==> src/rtl/fifo_word_packer.sv <==
// fifo_word_packer
//   Pops narrow words from a synchronous FIFO (registered read data) and
//   packs PACK_RATIO consecutive words into one wide word on a valid/ready
//   output stream. A FLUSH pulse emits whatever partial word is held, so
//   the tail of a burst is never stranded.
//
// Ports
//   CLK         clock; all state updates on the rising edge
//   RST         asynchronous, active-high reset
//   FIFO_EMPTY  upstream FIFO empty flag
//   FIFO_DOUT   upstream FIFO read data, valid the cycle after a pop
//   FIFO_REN    upstream FIFO read enable (combinational)
//   FLUSH       single-cycle request to emit any partial word
//   OUT_VALID   output word valid
//   OUT_READY   downstream accepts the output word
//   OUT_DATA    packed word; lane 0 (LSBs) holds the oldest FIFO word
//   OUT_COUNT   number of valid lanes in OUT_DATA
//   BUSY        data held, a read in flight, or a flush pending
module fifo_word_packer #(
  parameter int DATA_WIDTH = 4,
  parameter int PACK_RATIO = 2,
  parameter int CNT_WIDTH  = 2
) (
  input  logic                             CLK,
  input  logic                             RST,
  input  logic                             FIFO_EMPTY,
  input  logic [DATA_WIDTH-1:0]            FIFO_DOUT,
  output logic                             FIFO_REN,
  input  logic                             FLUSH,
  output logic                             OUT_VALID,
  input  logic                             OUT_READY,
  output logic [DATA_WIDTH*PACK_RATIO-1:0] OUT_DATA,
  output logic [CNT_WIDTH-1:0]             OUT_COUNT,
  output logic                             BUSY
);

  localparam int                   SUM_W     = CNT_WIDTH + 1;
  localparam logic [CNT_WIDTH-1:0] FULL_CNT  = CNT_WIDTH'(PACK_RATIO);
  localparam logic [SUM_W-1:0]     RATIO_SUM = SUM_W'(PACK_RATIO);

  // State
  logic [CNT_WIDTH-1:0]             acnt_reg;
  logic                             rd_pend_reg;
  logic                             flush_req_reg;
  logic                             out_valid_reg;
  logic [DATA_WIDTH*PACK_RATIO-1:0] out_data_reg;
  logic [CNT_WIDTH-1:0]             out_count_reg;
  logic [DATA_WIDTH*PACK_RATIO-1:0] asm_flat;

  // Control
  logic                 out_free;
  logic                 asm_full;
  logic                 xfer;
  logic                 flush_ready;
  logic                 flush_empty;
  logic                 partial;
  logic                 load;
  logic [CNT_WIDTH-1:0] eff;
  logic [SUM_W-1:0]     inflight;

  assign out_free    = !out_valid_reg || OUT_READY;
  assign asm_full    = (acnt_reg == FULL_CNT);
  assign xfer        = asm_full && out_free;
  // A flush waits until any in-flight read has landed in the assembly register.
  assign flush_ready = flush_req_reg && !rd_pend_reg;
  assign flush_empty = flush_ready && (acnt_reg == '0);
  assign partial     = flush_ready && (acnt_reg != '0) && !asm_full && out_free;
  assign load        = xfer || partial;

  // Lanes vacated by a transfer this cycle are free for a new read, which
  // keeps the steady state at PACK_RATIO words per PACK_RATIO+1 cycles.
  assign eff      = xfer ? '0 : acnt_reg;
  assign inflight = {1'b0, eff} + SUM_W'(rd_pend_reg);
  assign FIFO_REN = !RST && !FIFO_EMPTY && !flush_req_reg && (inflight < RATIO_SUM);

  // Assembly lanes: each lane captures the read word when the fill count
  // points at it, and clears whenever the assembly word is handed over so
  // unused lanes of a partial word read as zero.
  generate
    for (genvar gi = 0; gi < PACK_RATIO; gi++) begin : g_lane
      logic [DATA_WIDTH-1:0] lane_reg;

      always_ff @(posedge CLK or posedge RST) begin
        if (RST) begin
          lane_reg <= '0;
        end else if (load) begin
          lane_reg <= '0;
        end else if (rd_pend_reg && (acnt_reg == CNT_WIDTH'(gi))) begin
          lane_reg <= FIFO_DOUT;
        end
      end

      assign asm_flat[gi*DATA_WIDTH +: DATA_WIDTH] = lane_reg;
    end
  endgenerate

  // Fill count, read tracking and flush request. A capture never coincides
  // with a load: a load needs no read in flight.
  always_ff @(posedge CLK or posedge RST) begin
    if (RST) begin
      acnt_reg      <= '0;
      rd_pend_reg   <= 1'b0;
      flush_req_reg <= 1'b0;
    end else begin
      rd_pend_reg <= FIFO_REN;

      if (load) begin
        acnt_reg <= '0;
      end else if (rd_pend_reg) begin
        acnt_reg <= acnt_reg + 1'b1;
      end

      // Pulses arriving while a flush is pending are absorbed by it.
      if (flush_req_reg) begin
        if (flush_empty || partial) begin
          flush_req_reg <= 1'b0;
        end
      end else if (FLUSH) begin
        flush_req_reg <= 1'b1;
      end
    end
  end

  // Output register: loads a full or partial word when free, otherwise
  // holds data/count stable until the consumer accepts.
  always_ff @(posedge CLK or posedge RST) begin
    if (RST) begin
      out_valid_reg <= 1'b0;
      out_data_reg  <= '0;
      out_count_reg <= '0;
    end else if (load) begin
      out_valid_reg <= 1'b1;
      out_data_reg  <= asm_flat;
      out_count_reg <= xfer ? FULL_CNT : acnt_reg;
    end else if (out_valid_reg && OUT_READY) begin
      out_valid_reg <= 1'b0;
    end
  end

  assign OUT_VALID = out_valid_reg;
  assign OUT_DATA  = out_data_reg;
  assign OUT_COUNT = out_count_reg;
  assign BUSY      = flush_req_reg || rd_pend_reg || (acnt_reg != '0) || out_valid_reg;

endmodule

==> config.mk <==
export PLATFORM = sky130hd
export DESIGN_NAME = fifo_word_packer
export DESIGN_NICKNAME = d
export VERILOG_FILES = /design/src/rtl/fifo_word_packer.sv
export SDC_FILE = /design/constraint.sdc
export NUM_CORES = 1
export LEC_CHECK = 0
export CAP_MARGIN = 5
export CORE_MARGIN = 1
export CORE_UTILIZATION = 59
export DETAILED_ROUTE_END_ITERATION = 16
export DONT_BUFFER_PORTS = 1
export PLACE_DENSITY = 0.75
export SLEW_MARGIN = 20
export SYNTH_ARGS = -nofsm -noshare
export SYNTH_HDL_FRONTEND = slang
export SYNTH_SLANG_ARGS = --single-unit
==> constraint.sdc <==
create_clock -name CLK -period 2.6 [get_ports CLK]
set_input_delay 0.39 -clock CLK [delete_from_list [all_inputs] [get_ports CLK]]
set_output_delay 0.39 -clock CLK [all_outputs]
set_load 0.02 [all_outputs]
==> flow_summary_export.csv, run 1 <==
group,metric,value,unit
finish,layout.nets,104,
finish,layout_common_cells,"dfrtp_1, a21oi_1, nand2_1",
clock_tree,cts_setup_buffers,0,
power,leakagePower,0.496,nW
routing,drt_iter0_markers,9,
floorplan,rows,14,
global_route,grt-ovfl-total,0,
setup_path,cp.arrival,1.87,ns
floorplan,die_h,43.9,µm
outcome,outcome,"finished, violations left",
clock_tree,path_clk_slew,0.12,ns
timing,finalSetupViolCount,0,
timing,max-slew-margin-rel,0.448,
placed_design,dp_hpwl,1.16,mm
setup_path,end_kind,"output port",
logic_synthesis,ys_async_sr_fraction,1.00,
routing,drtAntennaViolNets,0,
routing,num_vias,647,
timing,final_hold_viol_count,0,
logic_synthesis,synth_area,1040,µm²
logic_synthesis,netlist-cell-type-count,26,
floorplan,ios,22,
clock_tree,ctsHoldBuffers,0,
hold_path,hp-class,"in -> async",
setup_path,critPathRequiredTime,2.21,ns
floorplan,die-area,1930,µm²
finish,n_antenna_cell,0,
logic_synthesis,synth_top_area_frac,0.555,
setup_path,cp-start-kind,"flop",
setup_path,critical_path_class,"reg -> out",
timing,worst_pin_slew,0.827,ns
routing,wl_per_cell,14.8,µm
logic_synthesis,ys.flop_type,"dfrtp_1",
flow_run,cap_violations,0,
clock_tree,cts_tree,"built",
floorplan,core_area,1580,µm²
logic_synthesis,synth_warnings,0,
global_route,grt_pass1_wl,2.79,mm
logic_synthesis,ys_top_cells_by_area,"dfrtp_1, mux2_4, a21oi_1",
finish,drive_gt1_frac,0.165,
clock_tree,htree_levels,1,
setup_path,critPathMaxStageDelay,0.71,ns
logic_synthesis,yosysTopAreaCell,"dfrtp_1",
setup_path,slowest_stage,"or4b_2",
setup_path,r2r_setup_slack,0.38,ns
clock_tree,cts_root_buf,"clkbuf_4",
clock_tree,clockBufferDepth,2,
timing,min_period,2.26,ns
timing,setup_ws,0.344,ns
logic_synthesis,synth-seq-cells,23,
finish,area_growth,3.26,%
setup_path,cp_top_family,"simple AND/OR/NAND/NOR gates",
global_route,grt_start_max_net_pins,24,
clock_tree,cts_made_buffers,3,
timing,skew,0.00343,ns
timing,rsz0062_at_grt,"false",
timing,final.period_utilization,0.868,
placed_design,dp_slack,0.380,ns
placed_design,dp.cells,103,
routing,drt_pre_antenna_iters,12,
floorplan,start_util,0.658,
power,powerDensity,1270,nW/µm²
routing,via_per_inst,6.05,
placed_design,place_congestion,0.830,
finish,fin_area,1070,µm²
power,peakVddDrop,0.899,mV
placed_design,dpl_cell_area,1040,µm²
global_route,antenna_found_initial,0,
timing,holdWs,0.123,ns
placed_design,portBuffers,0,
logic_synthesis,synth_edf_count,0,
finish,finalNonFillerCells,107,
setup_path,cp_max_fo,8,
timing,fmax,0.443,GHz
setup_path,worst-path-buf-inv,1,
clock_tree,cts_sinks,23,
routing,drt-total-wl,1.58,mm
global_route,grt_usage,0.196,
logic_synthesis,syn-num-nets,101,
logic_synthesis,syn_inst,89,
setup_path,path_cells,"inv_1, ha_1, or4b_2",
routing,drc_errors,1,
global_route,grt_pass1_vias,676,
outcome,violations,"DRC",
timing,setup_tns,0,ns
clock_tree,cts.repair.resized,0,
timing,drv_slew,0,
power,power,1.36,mW
finish,utilization,0.679,
logic_synthesis,synth-seq-area-share,0.555,
logic_synthesis,synth.avg_cell_area,11.7,µm²
floorplan,die_x,43.9,µm
clock_tree,insertion_delay,0.30,ns
finish,final_common_cell,"dfrtp_1",
metal layers:
metal / up-vias / track usage / share of wire
li1: 313 / - / -
met1: 316 / 0.266 / 0.50
met2: 16 / 0.307 / 0.45
met3: 2 / 0.0375 / 0.045
met4: 0 / 0.0909 / 0.011
met5: - / 0 / 0
final timing paths:
check | from | end | depth (start not counted)
worst max-delay path | acnt_reg[0]$_DFFE_PP0P_ | BUSY | 3
worst min register to register | g_lane[0].lane_reg[0]$_DFFE_PP0P_ | OUT_DATA[0]$_DFFE_PP0P_ | 1
worst max register to register | acnt_reg[0]$_DFFE_PP0P_ | OUT_DATA[4]$_DFFE_PP0P_ | 5
min in group CLK | FIFO_DOUT[1] | g_lane[1].lane_reg[1]$_DFFE_PP0P_ | 2
max in group asynchronous | RST | OUT_DATA[0]$_DFFE_PP0P_ | 1
worst min-delay path | RST | g_lane[0].lane_reg[2]$_DFFE_PP0P_ | 1
cell type report:
cell class,instances,area [µm²]
clock buffers,4,26.3
flip-flops and latches,23,576
repair buffers,1,7.51
fillers,118,505
inverters,4,15.0
multi-input cells,59,427
well taps,16,20.0
logic make-up after synthesis:
group | share of synthesized area
xor+xnor | 0.00845
buf+inv | 0.0338
fa+ha+maj | 0.0362
simple gates | 0.146
mux | 0.111
compound gates | 0.110
flops | 0.555
cells in the mapped netlist, types with 2 or more instances:
master    count
mux2_2        4
ha_1          3
dfrtp_1      23
nand2_1      10
inv_1         4
nor2_1        2
a21oi_1      11
nand3_1       9
nand2b_1      2
mux2_4        4
nor4_1        2
power by group:
part / switching, mW / internal (mW)
logic: 0.264 / 0.248
registers: 0.194 / 0.500
clock network: 0.0983 / 0.0599
No activity file was read; power rests on OpenSTA's default activity.
==> inputs of run 2 (changes only) <==
--- a/config.mk
+++ b/config.mk
@@ -11,6 +11,7 @@
 export DETAILED_ROUTE_END_ITERATION = 16
 export DONT_BUFFER_PORTS = 1
 export PLACE_DENSITY = 0.75
+export SKIP_LAST_GASP = 1
 export SLEW_MARGIN = 20
 export SYNTH_ARGS = -nofsm -noshare
 export SYNTH_HDL_FRONTEND = slang
==> results of run 2 <==
Same layout as run 1: the final DEF is identical, and so are final timing and power.
==> inputs of run 3 (changes only) <==
--- a/config.mk
+++ b/config.mk
@@ -7,10 +7,11 @@
 export LEC_CHECK = 0
 export CAP_MARGIN = 5
 export CORE_MARGIN = 1
-export CORE_UTILIZATION = 59
+export CORE_UTILIZATION = 60
+export CTS_BUF_LIST = sky130_fd_sc_hd__clkbuf_4
 export DETAILED_ROUTE_END_ITERATION = 16
 export DONT_BUFFER_PORTS = 1
-export PLACE_DENSITY = 0.75
+export PLACE_DENSITY = 0.76
 export SKIP_LAST_GASP = 1
 export SLEW_MARGIN = 20
 export SYNTH_ARGS = -nofsm -noshare
==> flow_summary_export.csv, run 3 (synthesis results as in run 1) <==
group,metric,value,unit
setup_path,cp_max_fo,8,
floorplan,ios,22,
finish,drive_gt1_frac,0.185,
power,power_frac_comb,0.382,
setup_path,critical_path_class,"reg -> out",
finish,layout.nets,105,
floorplan,die_h,43.6,µm
outcome,violations,"DRC",
finish,final_common_cell,"dfrtp_1",
clock_tree,cts_tree,"built",
floorplan,core_area,1560,µm²
timing,skew,0.00327,ns
timing,rsz0062_at_grt,"false",
global_route,grt_start_max_net_pins,24,
floorplan,die-area,1900,µm²
clock_tree,cts.repair.resized,0,
setup_path,end_kind,"output port",
placed_design,dpl_cell_area,1050,µm²
hold_path,hp-class,"in -> async",
setup_path,slowest_stage,"or4b_2",
timing,max-slew-margin-rel,0.450,
clock_tree,insertion_delay,0.31,ns
setup_path,r2r-end,"OUT_DATA[7]$_DFFE_PP0P_",
finish,finalNonFillerCells,108,
finish,area_growth,4.34,%
routing,via_per_inst,6.06,
routing,drc_errors,4,
finish,layout_common_cells,"dfrtp_1, a21oi_1, nand2_1",
setup_path,path_cells,"inv_1, ha_1, or4b_2",
finish,multi_input_area,427,µm²
global_route,antenna_found_initial,0,
flow_run,cap_violations,0,
setup_path,critPathRequiredTime,2.21,ns
routing,drt_iter0_markers,11,
clock_tree,htree_levels,1,
power,p_sw,569,µW
timing,setup_tns,0,ns
finish,n_antenna_cell,0,
power,internal_power,832,µW
routing,drtAntennaViolNets,0,
placed_design,portBuffers,0,
placed_design,dp.cells,104,
power,peakVddDrop,0.865,mV
clock_tree,ctsHoldBuffers,0,
global_route,grt_pass1_vias,650,
floorplan,die_x,43.6,µm
floorplan,rows,14,
timing,worst_pin_slew,0.824,ns
clock_tree,cts_root_buf,"clkbuf_4",
power,swShare,0.406,
finish,n_fill_cell,109,
global_route,grt_pass1_wl,2.84,mm
power,leakagePower,0.505,nW
finish,fin_area,1080,µm²
power,powerDensity,1290,nW/µm²
placed_design,place_congestion,0.820,
clock_tree,cts_sinks,23,
timing,fmax,0.441,GHz
power,clkPwrFrac,0.123,
placed_design,dp_hpwl,1.23,mm
setup_path,cp-start-kind,"flop",
setup_path,r2r_setup_slack,0.44,ns
clock_tree,path_clk_slew,0.12,ns
timing,min_period,2.27,ns
outcome,outcome,"finished, violations left",
setup_path,r2r-start,"acnt_reg[0]$_DFFE_PP0P_",
routing,drt-total-wl,1.68,mm
global_route,grt-ovfl-total,0,
clock_tree,cts_made_buffers,3,
setup_path,cp.arrival,1.88,ns
routing,wl_per_cell,15.6,µm
setup_path,r2r_cells,5,
clock_tree,cts_setup_buffers,0,
clock_tree,clockBufferDepth,2,
timing,final.period_utilization,0.872,
power,seq_power_share,0.495,
setup_path,critPathMaxStageDelay,0.71,ns
timing,final_hold_viol_count,0,
finish,seq_area,576,µm²
routing,num_vias,655,
global_route,grt_usage,0.209,
floorplan,start_util,0.665,
routing,drt_pre_antenna_iters,10,
timing,drv_slew,0,
timing,finalSetupViolCount,0,
[run 3: worst max-delay path, delay by kind of cell, from the launching register on]
family	cells	cell delay (ns)
simple gates	1	0.71
flops	1	0.44
fa+ha+maj	1	0.30
buf+inv	1	0.12
[run 3: power groups by stage]
stage / Combinational, mW / Sequential [mW] / Clock (mW)
after floorplan: 0.475 / 0.666 / 0
after global placement: 0.522 / 0.695 / 0
after detailed placement: 0.535 / 0.703 / 0
after CTS: 0.542 / 0.694 / 0.178
after global routing: 0.589 / 0.715 / 0.190
final: 0.535 / 0.694 / 0.172
[run 3: worst max path at each step]
stage	start	endpoint	slack [ns]	cells after the start
3_3_place_gp	acnt_reg[0]$_DFFE_PP0P_	OUT_DATA[4]$_DFFE_PP0P_	0.52	5
6_report	acnt_reg[0]$_DFFE_PP0P_	BUSY	0.33	3
3_5_place_dp	acnt_reg[0]$_DFFE_PP0P_	OUT_DATA[7]$_DFFE_PP0P_	0.46	5
5_1_grt	acnt_reg[0]$_DFFE_PP0P_	BUSY	0.22	3
4_1_cts	acnt_reg[0]$_DFFE_PP0P_	BUSY	0.33	3
2_1_floorplan	acnt_reg[0]$_DFFE_PP0P_	OUT_DATA[2]$_DFFE_PP0P_	0.72	6
[run 3: final cells by class]
| type | instances | share of cell area |
|---|---|---|
| clock buffer | 4 | 0.0277 |
| inverter | 4 | 0.0139 |
| multi-input combinational | 59 | 0.394 |
| sequential | 23 | 0.532 |
| tap | 16 | 0.0185 |
| timing repair buffer | 2 | 0.0139 |
[run 3: metal layers]
| layer | global-route usage | share of wire | vias up |
|---|---|---|---|
| met4 | 0.113 | 0.020 | 0 |
| met2 | 0.301 | 0.43 | 17 |
| met1 | 0.290 | 0.49 | 315 |
| met5 | 0 | 0 | - |
| li1 | - | - | 319 |
| met3 | 0.0542 | 0.058 | 4 |
[run 3: per-stage QoR]
step	util	hold WS (ns)	power [mW]	setup slack (ns)
after global routing	0.694	0.186	1.49	0.218
after floorplan	-	0.392	1.14	0.716
after CTS	0.694	0.152	1.41	0.329
final	0.694	0.118	1.40	0.332
after global placement	0.675	0.479	1.22	0.518
after detailed placement	0.675	0.490	1.24	0.460
